File: src/rtl/seq_mul_unit.sv
// seq_mul_unit: iterative radix-2 shift-add multiplier for RV32M MUL/MULH/MULHSU/MULHU.
// Optional build macro SEQ_MUL_EARLY_TERM_EN: leave CALC once the remaining multiplier bits are all zero.
module seq_mul_unit #(
  parameter int WIDTH = 32
) (
  input  logic             clk,
  input  logic             rst_n,
  input  logic             start_i,
  input  logic             flush_i,
  input  logic [1:0]       op_i,
  input  logic [WIDTH-1:0] a_i,
  input  logic [WIDTH-1:0] b_i,
  output logic             busy_o,
  output logic             done_o,
  output logic [WIDTH-1:0] result_o
);
  localparam int CW = (WIDTH > 1) ? $clog2(WIDTH) : 1;
  typedef enum logic [1:0] {IDLE = 2'd0, CALC = 2'd1, FIN = 2'd2} state_t;
  state_t             state, state_nx;
  logic [2*WIDTH-1:0] mcand, acc, prod;
  logic [WIDTH-1:0]   mplier, mplier_nx, mag_a, mag_b;
  logic [CW-1:0]      cnt;
  logic               neg, sel_hi, sign_a, sign_b, accept, last;
  // Operand sign/magnitude conditioning, final sign fix-up and loop-exit detection
  always_comb begin
    sign_a    = a_i[WIDTH-1] & ((op_i == 2'b01) | (op_i == 2'b10));
    sign_b    = b_i[WIDTH-1] & (op_i == 2'b01);
    mag_a     = sign_a ? -a_i : a_i;
    mag_b     = sign_b ? -b_i : b_i;
    accept    = start_i & ~flush_i;
    mplier_nx = mplier >> 1;
    prod      = neg ? -acc : acc;
`ifdef SEQ_MUL_EARLY_TERM_EN
    last      = (cnt == CW'(WIDTH - 1)) | (mplier_nx == '0);
`else
    last      = cnt == CW'(WIDTH - 1);
`endif
  end
  // Next-state logic; flush always returns to IDLE without a done pulse
  always_comb begin
    state_nx = state;
    case (state)
      IDLE:    state_nx = accept ? CALC : IDLE;
      CALC:    state_nx = flush_i ? IDLE : (last ? FIN : CALC);
      FIN:     state_nx = IDLE;
      default: state_nx = IDLE;
    endcase
    busy_o = (state == CALC) | (state == FIN);
  end
  // State register
  always_ff @(posedge clk or negedge rst_n)
    if (!rst_n) state <= IDLE;
    else        state <= state_nx;
  // Datapath: capture in IDLE, one partial product per CALC cycle, result/done on FIN exit
  always_ff @(posedge clk or negedge rst_n) begin
    if (!rst_n) begin
      mcand    <= '0;
      mplier   <= '0;
      acc      <= '0;
      cnt      <= '0;
      neg      <= 1'b0;
      sel_hi   <= 1'b0;
      done_o   <= 1'b0;
      result_o <= '0;
    end else begin
      done_o <= (state == FIN) & ~flush_i;
      if (state == IDLE && accept) begin
        mcand  <= {{WIDTH{1'b0}}, mag_a};
        mplier <= mag_b;
        acc    <= '0;
        cnt    <= '0;
        neg    <= sign_a ^ sign_b;
        sel_hi <= op_i != 2'b00;
      end else if (state == CALC) begin
        if (mplier[0]) acc <= acc + mcand;
        mcand  <= mcand << 1;
        mplier <= mplier_nx;
        cnt    <= cnt + 1'b1;
      end else if (state == FIN && !flush_i) begin
        result_o <= sel_hi ? prod[2*WIDTH-1:WIDTH] : prod[WIDTH-1:0];
      end
    end
  end
endmodule
File: config.mk
export PLATFORM = sky130hd
export DESIGN_NAME = seq_mul_unit
export DESIGN_NICKNAME = d
export VERILOG_FILES = /design/src/rtl/seq_mul_unit.sv
export SDC_FILE = /design/constraint.sdc
export NUM_CORES = 1
export LEC_CHECK = 0
export BUFFER_PORTS_ARGS = -buffer_cell sky130_fd_sc_hd__buf_2
export CORE_MARGIN = 2
export CORE_UTILIZATION = 67
export DETAILED_ROUTE_END_ITERATION = 10
export PLACE_DENSITY_LB_ADDON = 0.15
export SLEW_MARGIN = 20
export SYNTH_ARGS = -nofsm -noshare
export SYNTH_HDL_FRONTEND = slang
export SYNTH_SLANG_ARGS = --single-unit
File: constraint.sdc
create_clock -name clk -period 10.3 [get_ports clk]
set_input_delay 0.515 -clock clk [delete_from_list [all_inputs] [get_ports clk]]
set_output_delay 0.515 -clock clk [all_outputs]
set_load 0.1 [all_outputs]
==> metrics.md <==
| Metric | Value |
|---|---|
| Peak VDD IR | approximately 0.14 mV |
| Setup repair bufs after CTS | 0 |
| Ys flop type | dfrtp_1 |
| CTS Buffer Depth | 3 |
| DRT Wirelength | approximately 39000 um |
| Post-synth EDFFs | 0 |
| Vias per inst | around 6.3 |
| # rows | 54 |
| Slew margin rel. | 0.325 |
| DRC viols | 0 |
| Initial drt markers | 1055 |
| Ys Warns | 0 |
| H-tree Lvls | 1 |
| Largest net degree at the start of global routing | 115 |
| N_diodes | 0 |
| CTS root buf | clkbuf_16 |
| Fmax | between 0.2 and 0.3 GHz |
| Clk_skew | 0.0206 ns |
| Setup_tns | 0 ns |
| Seq/Total Area, Yosys | 0.341 |
| Initial antenna violation count | 0 |
| Critical Path Source Type | register |
| Design Area, Final | roughly 16000 um^2 |
| Overflow after GRT | 0 |
| Post-CTS Resized | 0 |
| Most frequent cell after synthesis | nand2_1 |
| GRT Total Usage | 0.335 |
| Worst Hold Class | primary input to asynchronous set/reset pin |
| I/O Pins | between 100 and 150 |
| Tcrit/Tclk final | 0.366 |
| Synth top area cells | dfrtp_1, nand2_1, o21ai_0 |
| Clock transition at the registers of the reported paths | approximately 0.07 ns |
| Unique masters post-synth | 67 |
| Final setup viols | 0 |
| Actual slew at the worst max-slew pin | slightly above 1 ns |
| Critical path type | register to register |
| Worst Path Arrival | between 4 and 5 ns |
| CTS tree | built |
| Max cap viols | 0 |
| CP endpoint kind | register |
| Area added between synthesis and finish | 9.19% |
| Vias in the first global route | 12700 |
| Tmin final | around 3.8 ns |
| Wire per inst | 18.5 um |
| Placed cell area | around 15000 um^2 |
| Critical-path cell list | ha_1 -> nand2_1 -> or3b_2 -> a311oi_1 -> nor4_1 -> or4_1 -> a211oi_1 -> nor3_1 -> o31ai_1 -> mux2i_1 -> nor2_1 |
| Unrepaired setup endpoints after global routing | no |
| First-pass GRT wire length | 64900 um |
| Yosys top cell by area | dfrtp_1 |
| Core ar. | ~22000 um^2 |
| Fraction of layout cells with a size suffix above 1 | 0.0954 |
| Flop-to-flop setup slack | around 6.5 ns |
| Leak | 7.23 nW |
| Clock Latency Late Sink | ~0.52 ns |
| Buffers on Ports | 103 |
| Cells after Synth | 1800 |
| Crit Path Max Fanout | 6 |
| Clock sink total | a little over 200 |
| Crit path largest cell delay | ~0.58 ns |
| Nets | ~2000 |
| Yosys top cell area share | 0.341 |
| Initial Utilization | 0.682 |
| GPL Wtd Cong | between 1 and 1.5 |
| Full die area | approximately 23000 um^2 |
| Total number of vias | around 14000 |
| DRT Pass-1 Iters | 6 |
| Fillers | about 1700 |
| CTS Hold Buffers Added | 0 |
| Crit-path slowest cell | or4_1 |
| Fin. Hold Viols | 0 |
| Post-DP HPWL | between 20000 and 30000 um |
| ANT nets after route | 0 |
| Multi-input logic area | about 9300 um^2 |
| Die height | 153 um |
| Asr flop ratio synth | 1.00 |
| Final Max Tran Viols | 0 |
| TritonCTS Buffers | 23 |
| Top cells by count, synth | nand2_1, dfrtp_1, o21ai_0, a21oi_1, nor2_1 |
| Synthesized net count | 1944 |
| Outcome | completed |
| Pwr dens | 227 nW/um^2 |
| Seq cells post-synth | 202 |
| CP Data Required Time | roughly 11 ns |
| Sequential cell area | roughly 5100 um^2 |
| Synthesized area per cell | about 8 um^2 |
| Die width | approximately 150 um |
| Mapped cell area | about 15000 um^2 |
flip-flops by register name, summed over array words and instances, names as in the netlist, 2 cells and up:
| name | cells |
|---|---|
| acc | 64 |
| mcand | 64 |
| mplier | 32 |
| result_o | 32 |
| cnt | 5 |
| state | 2 |
metal layers:
layer / vias to the layer above / wire (um) / track usage
met3: 87 / 2600 / 0.0386
met5: - / 0 / 0
met1: 6412 / 17600 / 0.479
met4: 0 / 1680 / 0.131
li1: 6503 / - / -
met2: 517 / 17600 / 0.526
worst max-delay path, delay by kind of cell, from the launching register on:
family,cells,cell delay [ns]
simple gates,6,1.56
compound gates,3,1.05
flops,1,0.46
fa+ha+maj,1,0.39
mux,1,0.22
cell type report:
| cell class | instances | area share |
|---|---|---|
| repair buffers | 113 | 0.0370 |
| clock buffers | 26 | 0.0368 |
| multi-input cells | 1465 | 0.574 |
| well taps | 280 | 0.0216 |
| flip-flops and latches | 202 | 0.312 |
| inverters | 36 | 0.00834 |
| clock inverters | 14 | 0.00973 |
power breakdown:
| group | switching, mW | total (mW) | internal [mW] |
|---|---|---|---|
| registers | 0.274 | 1.24 | 0.971 |
| logic | 0.951 | 1.59 | 0.644 |
| clock network | 0.341 | 0.833 | 0.492 |
| total | 1.57 | 3.67 | 2.11 |
worst paths after layout:
kind | start | to | depth (start not counted)
min reg2reg | result_o[16] | result_o[16] | 2
max reg2reg | acc[4] | acc[53] | 11
max in group asynchronous | rst_n | sel_hi | 2
min in group clk | flush_i | done_o | 2
min | rst_n | result_o[7] | 1
max | acc[4] | acc[53] | 11
metrics by stage:
stage          std cells  utilization  worst slack, ns  hold WS [ns]  power, mW
5_1_grt             2136        0.745             6.19         0.128       3.92
2_1_floorplan       1800            -             6.95         0.219       2.37
3_5_place_dp        2096        0.710             6.53         0.465       2.81
4_1_cts             2136        0.745             6.59         0.101       3.65
3_3_place_gp        2096        0.710             6.64         0.456       2.78
6_report            2136        0.745             6.53        0.0613       3.67
kinds of logic after synthesis:
group,synth area share
and+or+nand+nor,0.191
AOI/OAI and AO/OA,0.203
DFF,0.341
xor gates and xnor gates,0.103
buffers and inverters,0.0337
muxes,0.0656
adders and majority gates,0.0629
placed cells by master (no fill, tap or decap), types with 72 or more instances in the layout:
cell type	synthesis	routed
o21ai_0	196	196
xor2_1	74	74
ha_1	73	72
nor2_1	127	127
a21oi_1	164	164
mux2i_1	95	95
xnor2_1	101	101
dfrtp_1	202	200
nand2_1	274	272
buf_2	1	102
Power figures use the tool's default switching activity.
